==> src/rtl/lfsr_nb.sv <==
// lfsr_nb: parametrised Fibonacci/Galois LFSR with a skip-ahead step engine,
// period measurement and lock-up flag.
module lfsr_nb #(
  parameter int WIDTH = 6,
  parameter int CNT_W = 8
) (
  input  logic             clk,
  input  logic             rst_n,
  input  logic             init,
  input  logic [WIDTH-1:0] start,
  input  logic [WIDTH-1:0] taps,
  input  logic             mode,
  input  logic             en,
  input  logic             step_req,
  input  logic [CNT_W-1:0] step_cnt,
  output logic [WIDTH-1:0] state,
  output logic             fb_bit,
  output logic             lockup,
  output logic             step_busy,
  output logic             step_done,
  output logic [WIDTH-1:0] period,
  output logic             period_valid
);

  typedef enum logic {IDLE = 1'b0, RUN = 1'b1} step_st_e;

  localparam logic [WIDTH-1:0] ONE_W = WIDTH'(1);
  localparam logic [CNT_W-1:0] ONE_C = CNT_W'(1);

  step_st_e         st_p0;
  logic [WIDTH-1:0] state_p0;
  logic [WIDTH-1:0] taps_p0;
  logic [WIDTH-1:0] seed_p0;
  logic [WIDTH-1:0] adv_cnt_p0;
  logic [WIDTH-1:0] period_p0;
  logic [CNT_W-1:0] remain_p0;
  logic             mode_p0;
  logic             done_p0;
  logic             pvld_p0;
  logic             adv;
  logic [WIDTH-1:0] nxt;

  function automatic logic [WIDTH-1:0] sat_inc(input logic [WIDTH-1:0] v);
    return (&v) ? v : v + ONE_W;
  endfunction

  always_comb begin
    fb_bit = mode_p0 ? state_p0[WIDTH-1] : ^(state_p0 & taps_p0);
    if (mode_p0)
      nxt = {state_p0[WIDTH-2:0], 1'b0} ^ (fb_bit ? taps_p0 : '0);
    else
      nxt = {state_p0[WIDTH-2:0], fb_bit};
    // a pending step_req in IDLE takes the cycle, so en is dropped
    adv = (st_p0 == RUN) || (!step_req && en);
  end

  // stage p0: architectural state, step engine and period capture
  always_ff @(posedge clk) begin
    if (!rst_n) begin
      st_p0      <= IDLE;
      state_p0   <= '0;
      taps_p0    <= '0;
      seed_p0    <= '0;
      mode_p0    <= 1'b0;
      remain_p0  <= '0;
      adv_cnt_p0 <= '0;
      period_p0  <= '0;
      pvld_p0    <= 1'b0;
      done_p0    <= 1'b0;
    end else if (init) begin
      st_p0      <= IDLE;
      state_p0   <= start;
      taps_p0    <= taps;
      seed_p0    <= start;
      mode_p0    <= mode;
      remain_p0  <= '0;
      adv_cnt_p0 <= '0;
      period_p0  <= '0;
      pvld_p0    <= 1'b0;
      done_p0    <= 1'b0;
    end else begin
      done_p0 <= 1'b0;
      if (st_p0 == RUN) begin
        remain_p0 <= remain_p0 - ONE_C;
        if (remain_p0 == ONE_C) begin
          st_p0   <= IDLE;
          done_p0 <= 1'b1;
        end
      end else if (step_req) begin
        if (step_cnt == '0) begin
          done_p0 <= 1'b1;
        end else begin
          st_p0     <= RUN;
          remain_p0 <= step_cnt;
        end
      end
      if (adv) begin
        state_p0   <= nxt;
        adv_cnt_p0 <= sat_inc(adv_cnt_p0);
        if (!pvld_p0 && (nxt == seed_p0)) begin
          period_p0 <= sat_inc(adv_cnt_p0);
          pvld_p0   <= 1'b1;
        end
      end
    end
  end

  assign state        = state_p0;
  assign lockup       = (state_p0 == '0);
  assign step_busy    = (st_p0 == RUN);
  assign step_done    = done_p0;
  assign period       = period_p0;
  assign period_valid = pvld_p0;

endmodule

==> config.mk <==
export PLATFORM = sky130hd
export DESIGN_NAME = lfsr_nb
export DESIGN_NICKNAME = d
export VERILOG_FILES = /design/src/rtl/lfsr_nb.sv
export SDC_FILE = /design/constraint.sdc
export NUM_CORES = 1
export LEC_CHECK = 0
export CORE_MARGIN = 10
export CORE_UTILIZATION = 51
export DETAILED_ROUTE_END_ITERATION = 6
export PLACE_DENSITY = 0.89
export SETUP_SLACK_MARGIN = 0.3
export SYNTH_ARGS = -nofsm -noshare
export SYNTH_HDL_FRONTEND = slang
export SYNTH_SLANG_ARGS = --single-unit
==> constraint.sdc <==
create_clock -name clk -period 2.23 [get_ports clk]
set_input_delay 0.669 -clock clk [delete_from_list [all_inputs] [get_ports clk]]
set_output_delay 0.669 -clock clk [all_outputs]
set_load 0.03 [all_outputs]
==> impl.org, run 1 <==
** Yosys
- In the synthesized netlist the dominant register cell turns out to be dfxtp_1.
- The cell area that synthesis handed to floorplanning was 2220 µm².
- Measured against the total synthesized area, the mux share comes to 7.27%.
- Synth cell types :: 43
- Parity-gate share of the synthesized area counting xor and xnor cells :: 10.4%
- The Yosys step of the flow raised 0 warnings.
- Number of standard cells after synthesis :: 262
- Dominant combinational cell family by area after synthesis :: simple AND/OR/NAND/NOR gates
- The synthesized design devotes to its leading area cell type 37.9% of total area.
- Fraction of the mapped netlist area in simple logic gates :: 22.7%
- Counting every net in the synthesized netlist gives 291.
- Summed over all instances, the cell type with the most area after synthesis is dfxtp_1.
- By area the synthesized netlist is led by dfxtp_1 (38%), mux2i_1 (6.8%), nand2_1 (5.6%).
- Dividing the synthesized area by the synthesized cell count gives 8.47 µm².
- EDFF count, synth :: 0
- Compound-gate portion of the synthesized area :: 17.1%
- Synth Register Bits :: 42
- Synthesized-area fraction occupied by adder cells :: 1.69%
- For this run, asynchronously set or reset flops after synthesis account for 0%.
- Summing the sequential cell areas from Yosys gives 37.9% of the chip area.

** Placement
- Routability Congestion :: 0.846
- Count of buffers from port buffering :: 42
- Counting tap cells, the placed design contains a total of 369 instances.
- Instance area at placement :: 2890 µm²
- After legalization and detailed placement, the total HPWL measured 4370 µm.

** Timing
- For the pin with the worst max-slew slack, the measured transition is 0.337 ns.
- Hold Vio Cnt, Final :: 0
- Fmax :: 423 MHz
- Final setup fails :: 2
- Worst max-slew margin expressed relative to the limit :: 77.3%
- Setup repair after global routing missed its margin :: true
- Final worst clock skew :: 0.0128 ns
- After layout, the minimum clock period comes to 2.36 ns.
- After layout, the worst path uses 106% of the clock period.
- Across all hold checks on the routed design, the worst slack comes to 0.460 ns.
- The final count of pins violating max slew was 0.
- Setup slack after layout :: -0.135 ns

** Finish
- For this run, the number of standard cells in the final layout without fillers is 392.
- Fraction of final layout cells sized beyond drive strength 1 :: 25.4%
- The net count of the finished layout is 370.
- Once layout is done, the placed cells without fillers occupy 3290 µm².
- Leaving out fill and tap cells, the most frequent cell in the layout is dfxtp_1.
- Growth of design area from synthesis to finish :: 48.2%
- 0 antenna diodes ended up in the layout.
- Leaving out fill and tap cells, the most frequent cells in the layout are dfxtp_1 (33), buf_4 (32), nand2_1 (30).

** CTS
- The H-tree was split into 2 levels.
- TritonCTS built the clock tree.
- Clock transition at the registers of the reported paths :: 0.09 ns
- Root cell of the clock tree :: clkbuf_8
- The number of hold buffers added after CTS was 0.
- CTS sink cnt :: 42
- Clock Path Buffers :: 2
- Clock latency reported for the late side of the worst-skew pair :: 0.31 ns
- The number of clock buffers added by TritonCTS is 5.

** Pwr
- The internal portion of the total power is 1440 µW.
- In this run the power density over the cells is 599 nW/µm².
- Portion of total power attributed to the clock network :: 37.1%
- Sequential cells burn 40.9% of the power.
- IR analysis of the VDD net gives a maximum drop of 0.495 mV.
- Static leakage power :: 0.00143 µW
- Combinational cells account for 22.0% of the total power.
- Net switching is 26.8% of the power.
- Sw power :: 527 µW

** Floorplanning
- Overall die area :: 7390 µm²
- Boundary pin count :: 43
- The floorplan has 23 rows.
- The floorplan step set the die width to 86.0 µm.
- Area of the placeable core :: 4120 µm²
- Starting density of the core :: 53.9%
- Measured along the y axis, the die boundary spans 86.0 µm.

** Setup path
- Critical path buffer and inverter count :: 1
- Largest fanout on the critical path :: 2
- Measured in cells, the most critical reg-to-reg path has a length of 11.
- The signal on the critical path passes through nand2_4 > xnor2_2 > xnor3_1 > mux2_4 > buf_6.
- The worst setup path is launched from a flip-flop.
- Standard cell with the maximum stage delay on the critical path :: xnor3_1
- Worst setup path category :: flip-flop to output pin
- Delay-heaviest family, CP :: XOR/XNOR gates
- Critical path depth in cells :: 5
- Element type at the critical path end :: output pin
- Worst reg2reg path startpoint :: state[2]
- Data on the critical path is required at its endpoint by 1.56 ns.
- Worst Setup SP :: taps_p0[3]
- Slowest cell delay on critical path :: 0.42 ns
- For the worst setup path, the data arrival time is 1.70 ns.

** Outcome
- Violations in the final reports :: negative setup slack
- The flow ran to the end, but the final reports show violations.

** Routing
- For this block, the initial DRC count from the detailed router was 203.
- Dividing the detail-routed via count by the number of cells gives 5.79.
- For this run, design rule violations remaining after detail routing come to 0.
- Before antenna repair, the detailed router went through 7 iterations.
- The detail route stage leaves a number of antenna-violating nets equal to 0.
- After detailed routing, the average wire length per cell comes to 17.3 µm.
- Detailed routing inserted a total of 2269 vias.
- Final WL :: 6790 µm

** Global route
- Aggregate global-route resource usage :: 17.0%
- Largest net degree at the start of global routing :: 20
- The via count of the first global-routing pass is 2379.
- The first global-routing pass estimated 10600 µm of wire.
- Initial antenna violation count :: 0
- For this run the aggregate overflow at the end of global routing stands at 0.

** Worst hold path
- Worst Hold Depth :: 2
- Classification of the worst-slack hold path :: flip-flop to flip-flop
- Startpoint of the tightest hold check path :: period[2]

** Job
- Across the run, the number of max-cap violations was 0.
power groups by stage:
stage	Sequential [µW]	Combinational [µW]	Clock [µW]
floorplan	840	189	0
global placement	816	359	0
detailed placement	819	368	0
global route	809	465	757
finish	806	433	731
CTS	803	404	723
synthesized netlist by cell type (all sizes together), types with 8 or more instances:
| master | instances |
|---|---|
| dfxtp | 42 |
| nand2 | 34 |
| a21oi | 18 |
| nor2 | 17 |
| mux2i | 15 |
| xnor2 | 14 |
| o21ai | 12 |
| clkbuf | 10 |
| nand2b | 9 |
| nand3 | 9 |
| nor2b | 9 |
| nor3 | 9 |
| xor2 | 9 |
| a21boi | 8 |
layout make-up:
class	count	area [µm²]
inverters	5	18.8
clock buffers	5	68.8
well taps	50	62.6
repair buffers	84	774
clock inverters	3	63.8
fillers	242	826
flip-flops and latches	42	862
multi-input cells	203	1440
logic make-up after synthesis:
kind of cell | Yosys count
and+or+nand+nor | 103
muxes | 16
xor gates and xnor gates | 24
AOI/OAI and AO/OA | 57
DFF | 42
buffers and inverters | 17
adders and majority gates | 3
through the flow:
stage | power, µW | setup WS [ns] | setup TNS (ns) | util, %
after floorplan | 1030 | 0.172 | 0 | -
after global placement | 1170 | -0.262 | -0.262 | 70.3
after detailed placement | 1190 | -0.281 | -0.434 | 70.3
after CTS | 1930 | -0.147 | -0.209 | 76.8
after global routing | 2030 | -0.211 | -0.270 | 79.9
final | 1970 | -0.135 | -0.155 | 79.9
worst paths after layout:
| check | to | slack (ns) |
|---|---|---|
| worst max-delay path | fb_bit | -0.13 |
| worst min-delay path | period[2] | 0.46 |
| worst max register to register | period[1] | 0.21 |
| worst min register to register | period[2] | 0.46 |
worst reg2reg max path, stage by stage, from the launching register on:
cell	delay (ns)
dfxtp_4	0.36
buf_6	0.12
buf_6	0.11
buf_6	0.11
xnor2_2	0.12
xnor2_1	0.15
nand4_1	0.12
nor4_1	0.27
buf_4	0.20
buf_12	0.10
o211ai_1	0.10
o211a_1	0.16
per-layer routing:
metal	GRT usage [%]	wire length (µm)
met5	0	0
met4	8.68	192
met3	6.24	528
met2	28.2	3400
met1	18.6	2670
sequential cells by signal (all words and copies together), names as in the netlist:
signal and cells:
remain_p0 8, seed_p0 6, step_done 1, period_valid 1, state 6, period 6
taps_p0 6, adv_cnt_p0 6, mode_p0 1, step_busy 1
what timing repair did:
action | CTS | global route
resized for setup | 42 | 21
endpoints found under the setup margin | 27 | 22
pin swaps | 10 | 14
gates cloned | 0 | 1
setup buffers | 8 | 6
Note: power is estimated with default switching activity, not from simulation.
==> run 2, diff against run 1 <==
- ABC_CLOCK_PERIOD_IN_PS: not set -> 2500
- CELL_PAD_IN_SITES_DETAIL_PLACEMENT: not set -> 0
- CELL_PAD_IN_SITES_GLOBAL_PLACEMENT: not set -> 2
- CORE_UTILIZATION: 51 -> 30
- PLACE_DENSITY: 0.89 -> 0.88
- clock period: 2.23 -> 2.5 ns (I/O delays scaled with it)
==> impl.org, run 2 (same netlist as run 1, synthesis figures left out) <==
** Worst hold path
- Classification of the worst-slack hold path :: flip-flop to flip-flop
- Worst hold path endpoint :: period[2]
- Startpoint of the tightest hold check path :: period[2]
- Worst Hold Depth :: 2 (unchanged)

** Finish
- The flip-flop count of the largest register, all copies and words added was 8 (unchanged).
- The final net count is 361 (-2.4%).
- Filler Cells Inserted :: 746 (+210%)
- Final Cell Area :: 3180 µm² (-3.2%)
- The antenna diode instance count is 0 (unchanged).
- The library cells used most frequently in the layout, excluding fill and tap cells, are dfxtp_1 (33), clkdlybuf4s50_1 (33), nand2_1 (30).
- Fraction of final layout cells sized beyond drive strength 1 :: 20.7% (-4.7 points)
- Growth of design area from synthesis to finish :: 43.4%
- The area taken by flip-flops and latches came to 860 µm² (-0.29%).
- Multi-input logic area :: 1390 µm² (-3.3%)
- Largest register by flop count :: remain_p0

** Global route
- Aggregate global-route resource usage :: 10.7% (-6.3 points)
- Largest net degree at the start of global routing :: 26 (+30%)
- Grt ovf :: 0 (unchanged)
- Wire length of the first global-routing pass :: 10000 µm (-5.2%)
- The initial antenna violation count is 0 (unchanged).
- The via count of the first global-routing pass was 2079 (-13%).

** Floorplanning
- Height of the chip :: 106 µm (+23%)
- The floorplan row count was 31 (+35%).
- Boundary pin count :: 43 (unchanged)
- The area of the core was 7210 µm² (+75%).
- The total die area was 11200 µm² (+52%).
- Die Wd :: 106 µm (+23%)
- The starting utilization of the core area came to 30.8% (-23 points).

** CTS
- The tree is rooted in a clkbuf_8.
- Clock Path Buffers :: 2 (unchanged)
- The clock latency on the worst-skew pair is 0.30 ns (about the same).
- CTS tree :: done
- Hold-fix buffer count after cts :: 0 (unchanged)
- The total CTS buffers came to 5 (unchanged).
- CTS sink cnt :: 42 (unchanged)
- The H-tree depth is 2 (unchanged).
- Clock transition at the registers of the reported paths :: 0.08 ns (about the same)

** Routing
- The DRC violation count after routing was 0 (unchanged).
- Number of DRC markers in iteration 0 :: 89 (-56%)
- The total length of routed wires was 6000 µm (-12%).
- Via total after detailed routing :: 2068 (-8.9%)
- Number of vias per cell after detailed routing :: 4.79 (-17%)
- The remaining number of nets flagged by the antenna check after routing was 0 (unchanged).
- Initial DRT Pass Iterations :: 4 (-3)
- The wire length per cell is 13.9 µm (-20%).

** Timing
- The hold violation count in the final report came to 0 (unchanged).
- Fmax :: 408 MHz
- The final number of setup-violating endpoints came to 0 (-2).
- Worst slew pin tran :: 0.337 ns (+0.000115 ns)
- Pins over their slew limit :: 0 (unchanged)
- Worst hold slack after final layout :: 0.459 ns (-0.00142 ns)
- The relative max-transition margin came to 77.4% (+0.10 points).
- The worst path in the final design needs a cycle of 2.45 ns, including I/O delays and setup.
- Final worst clock skew :: 0.00644 ns (-0.00640 ns)
- The setup total negative slack is 0 ns (+0.155 ns).
- Setup repair after global routing missed its margin :: true
- Dividing the final minimum period by the clock period gives 98.1%.
- The post-route worst setup slack was 0.0479 ns (+0.183 ns).

** Setup path
- The largest fanout on the critical path was 2 (unchanged).
- Slowest cell delay on critical path :: 0.44 ns (+0.02 ns)
- Destination of the worst register-to-register timing path :: period[1]
- The length in cells of the worst reg-to-reg path came to 9 (-2).
- Critical path data arrival time :: 1.70 ns (about the same)
- CP Data Required Time :: 1.75 ns (+0.19 ns)
- Worst R2R Setup Slack :: 0.34 ns (+0.13 ns)
- Element type at the critical path end :: output pin
- Delay-heaviest family, CP :: XOR/XNOR gates
- The critical path is of the flip-flop to output pin type.
- Walking the worst path, the cells encountered are nand2_2 > xnor2_2 > xnor3_1 > mux2_4 > buf_6.
- Critical Path Source Type :: flip-flop
- Critical path depth in cells :: 5 (unchanged)
- Critical path buffer and inverter count :: 1 (unchanged)
- In this run the critical register-to-register path is launched from taps_p0[3].
- The slowest stage of the critical path is the xnor3_1 cell.

** Pwr
- Combinational fraction of design power :: 22.1% (about the same)
- The cell-internal power came to 1170 µW (-19%).
- The switching power as a share of total power came to 26.9% (+0.090 points).
- Peak ir drop on the vdd network :: 0.251 mV (-49%)
- Sw power :: 430 µW (-18%)
- Power density of the placed cells :: 503 nW/µm² (-16%)
- The clock share of power came to 33.1% (-4.0 points).
- Seq pwr share :: 44.8% (+3.9 points)
- The leakage power summed over all cells was 0.00132 µW (-7.9%).

** Placement
- The count of input and output buffers came to 42 (unchanged).
- The total half-perimeter wirelength after legalization and detailed placement came to 4450 µm (+1.9%).
- The worst slack after detailed placement is -0.117 ns (+0.164 ns).
- Routability Congestion :: 0.770 (-8.9%)
- The instance area after placement came to 2920 µm² (+0.99%).

** Outcome
- The flow ran to the end, and the final reports show no timing, DRC or antenna violations.

** Job
- Reported max-cap violation count :: 0 (unchanged)
==> run 2: per-layer routing <==
metal	vias up	wire length, µm	part of all wire (%)	global-route usage [%]
met5	-	0	0	0
met4	0	55	0.92	2.61
met3	9	368	6.1	3.74
met2	47	2760	46	17.2
met1	962	2810	47	13.5
li1	1050	-	-	-
==> run 2: worst max path at each step <==
stage                          start      to
after floorplan             state[1]  lockup
after global placement      state[3]  fb_bit
after detailed placement    state[3]  fb_bit
after CTS                 taps_p0[5]  fb_bit
after global routing      taps_p0[3]  fb_bit
final                     taps_p0[3]  fb_bit
==> run 2: through the flow <==
step                total power, µW  instances  utilization (%)
finish                         1600        432             44.1
floorplan                       913        262                -
global placement               1050        416             40.5
CTS                            1600        429             42.8
detailed placement             1050        416             40.5
global route                   1690        432             44.1
==> run 2: power groups by stage <==
stage	clock (µW)	sequential [µW]	combinational, µW
floorplan	0	749	164
global placement	0	728	324
detailed placement	0	730	325
CTS	548	715	336
global route	579	721	388
finish	530	717	354
==> run 2: repair_timing <==
action	4_1_cts	5_1_grt
endpoints found under the setup margin	8	6
buffers inserted	5	3
gates resized for setup	21	15
cloned	0	0
pin swaps	4	12
==> run 2: cell type report <==
class / instances / area share [%]
clock buffers: 5 / 2.16
clock inverters: 3 / 1.26
inverters: 5 / 0.590
multi-input cells: 203 / 43.7
flip-flops and latches: 42 / 27.0
well taps: 99 / 3.89
repair buffers: 75 / 21.4
==> run 2: worst reg2reg max path, cell delays in order (launching register included) <==
cell and delay [ns]:
dfxtp_1 0.36, nand2_2 0.07, xnor2_2 0.12, xnor3_1 0.44, buf_4 0.15, buf_6 0.10, buf_6 0.11, o211a_4 0.26
o21a_1 0.21, o211a_1 0.23
==> run 3, diff against run 2 <==
- SETUP_SLACK_MARGIN: 0.3 -> 0.1
==> impl.org, run 3 (same netlist as run 1, synthesis figures left out) <==
** Outcome
- Result of the run :: complete, no violations

** Timing
- The hold violation count in the final report is 0 (unchanged).
- Pins over their slew limit :: 0 (unchanged)
- The setup skew after layout was 0.0100 ns (+0.00359 ns).
- Final setup fails :: 0 (unchanged)
- Fmax :: 402 MHz (-1.4%)
- The setup total negative slack is 0 ns (unchanged).
- Setup repair after global routing missed its margin :: true
- Worst slew pin tran :: 0.373 ns (+0.0360 ns)
- Worst max-slew margin expressed relative to the limit :: 75.1% (-2.3 points)
- Fin crit period :: 2.49 ns (+0.0341 ns)
- The final period utilization was 99.4% (+1.4 points).

** Setup path
- Critical path data arrival time :: 1.74 ns (+0.04 ns)
- Largest fanout on the critical path :: 2 (unchanged)
- CP Data Required Time :: 1.75 ns (about the same)
- Element type at the critical path end :: output pin
- Worst setup path category :: flip-flop to output pin
- The worst setup path is launched from a flip-flop.

** Routing
- Initial DRT Pass Iterations :: 4 (unchanged)
- Number of vias per cell after detailed routing :: 4.75 (-0.80%)
- Post-route DRC :: 0 (unchanged)
- Wirelength per Cell :: 13.7 µm (-1.3%)
- Final WL :: 5840 µm (-2.7%)
- ANT nets after route :: 0 (unchanged)
- The via count was 2023 (-2.2%).
- Number of DRC markers in iteration 0 :: 82 (-7.9%)

** Finish
- Fraction of final layout cells sized beyond drive strength 1 :: 17.7% (-3.0 points)
- Largest register by flop count :: remain_p0
- The antenna diode instance count is 0 (unchanged).
- Commonest non-fill, non-tap cells in the layout :: clkdlybuf4s50_1 (40), dfxtp_1 (34), nand2_1 (30)
- The flip-flop count of the largest register, all copies and words added is 8 (unchanged).
- The post-layout utilization of the core is 42.4% (-1.7 points).
- Filler Cells Inserted :: 765 (+2.5%)
- Most common cell after layout, fill and taps aside :: clkdlybuf4s50_1
- Nets :: 355 (-1.7%)
- The area growth from synthesis to layout is 37.9%.

** Pwr
- Power density of the placed cells :: 496 nW/µm² (-1.4%)
- Static leakage power :: 0.00122 µW (-7.3%)
- The largest vdd supply drop is 0.162 mV (-36%).

** CTS
- Root cell of the clock tree :: clkbuf_8
- TritonCTS built the clock tree.
- The number of buffers added to fix hold violations after cts came to 0 (unchanged).
- The H-tree depth came to 2 (unchanged).
- The total CTS buffers is 5 (unchanged).
- Clock latency reported for the late side of the worst-skew pair :: 0.30 ns (about the same)
- The number of buffers on the longest clock path was 2 (unchanged).
- Clock transition at the registers of the reported paths :: 0.09 ns (about the same)
- CTS sink cnt :: 42 (unchanged)

** Global route
- Wire length of the first global-routing pass :: 9900 µm (-1.3%)
- The via count of the first global-routing pass was 2039 (-1.9%).
- The overall global routing resource usage came to 10.6% (-0.13 points).
- Grt ovf :: 0 (unchanged)
- GRT met1 Usage :: 13.1% (-0.36 points)
- The initial antenna violation count is 0 (unchanged).
- The met3 track demand over resource in global routing came to 3.50% (-0.24 points).
- Global-route track usage on met2 :: 17.2% (-0.044 points)
- In this run the most used layer during global routing was met2.
- The pin count of the biggest net entering global routing is 26 (unchanged).

** Placement
- The total half-perimeter wirelength after legalization and detailed placement is 4370 µm (-1.9%).
- Count of buffers from port buffering :: 42 (unchanged)
- The final weighted congestion of routability-driven global placement was 0.813 (+5.5%).

** Worst hold path
- The worst hold path belongs to the class flip-flop to flip-flop.

** Floorplanning
- The height of the die was 106 µm (unchanged).
- The width of the die was 106 µm (unchanged).
- Area of the placeable core :: 7210 µm² (unchanged)
- Boundary pin count :: 43 (unchanged)
- Overall die area :: 11200 µm² (unchanged)
- Starting density of the core :: 30.8% (unchanged)
- The floorplan row count came to 31 (unchanged).

** Job
- Reported max-cap violation count :: 0 (unchanged)
## run 3: changes by cell type in the layout (fill, tap and decap cells not counted), moves of 2 or more
| cell | before | now |
|---|---|---|
| buf_6 | 6 | 2 |
| dfxtp_2 | 6 | 8 |
| dlygate4sd2_1 | 6 | 0 |
| dfxtp_4 | 3 | 0 |
| buf_4 | 29 | 27 |
| clkdlybuf4s50_1 | 33 | 40 |
## run 3: worst max-delay path, stage by stage (launching register included)
cell     delay (ns)
dfxtp_2        0.34
nand2_2        0.06
xnor2_2        0.17
xnor3_1        0.45
mux2_4         0.28
buf_6          0.14
## run 3: metal layers
layer / wire length (µm) / share of wire, %
met5: 0 / 0
met4: 74 / 1.3
met3: 306 / 5.2
met2: 2740 / 47
met1: 2720 / 47
## run 3: layout make-up
class / count / area, µm² / area share, %
clock inverters: 2 / 12.5 / 0.409
multi-input cells: 203 / 1350 / 44.0
inverters: 5 / 18.8 / 0.613
repair buffers: 69 / 626 / 20.4
clock buffers: 6 / 82.6 / 2.70
flip-flops and latches: 42 / 851 / 27.8
well taps: 99 / 124 / 4.05
## run 3: timing repair
| action | CTS | global route |
|---|---|---|
| hold endpoints to repair | 0 | 0 |
| setup endpoints to repair | 2 | 2 |
| setup buffers | 1 | 1 |
| pin swaps | 3 | 3 |
| gates resized for setup | 16 | 6 |
## run 3: final timing paths
path	slack [ns]	start	to	depth (start not counted)
hold / removal	0.46	period[3]	period[3]	2
setup / recovery	0.01	taps_p0[2]	fb_bit	5
setup reg to reg	0.28	taps_p0[2]	period[4]	9
hold reg to reg	0.46	period[3]	period[3]	2
## run 3: stage by stage
| step | cells | worst slack (ns) | power [µW] | hold slack (ns) | cell area, µm² |
|---|---|---|---|---|---|
| after floorplan | 262 | 0.109 | 913 | 0.444 | 2230 |
| after global placement | 416 | -0.114 | 1050 | 0.451 | 2910 |
| after detailed placement | 416 | -0.149 | 1050 | 0.456 | 2910 |
| after CTS | 425 | 0.0353 | 1540 | 0.469 | 3040 |
| after global routing | 426 | -0.0427 | 1610 | 0.493 | 3060 |
| final | 426 | 0.0138 | 1520 | 0.464 | 3060 |
## run 3: power by group
group	switching (µW)	internal, µW	leakage [µW]	total, µW
combinational	162	170	0.000830	332
sequential	19.3	697	0.000346	716
clock	246	222	0.0000472	469
total	428	1090	0.00122	1520
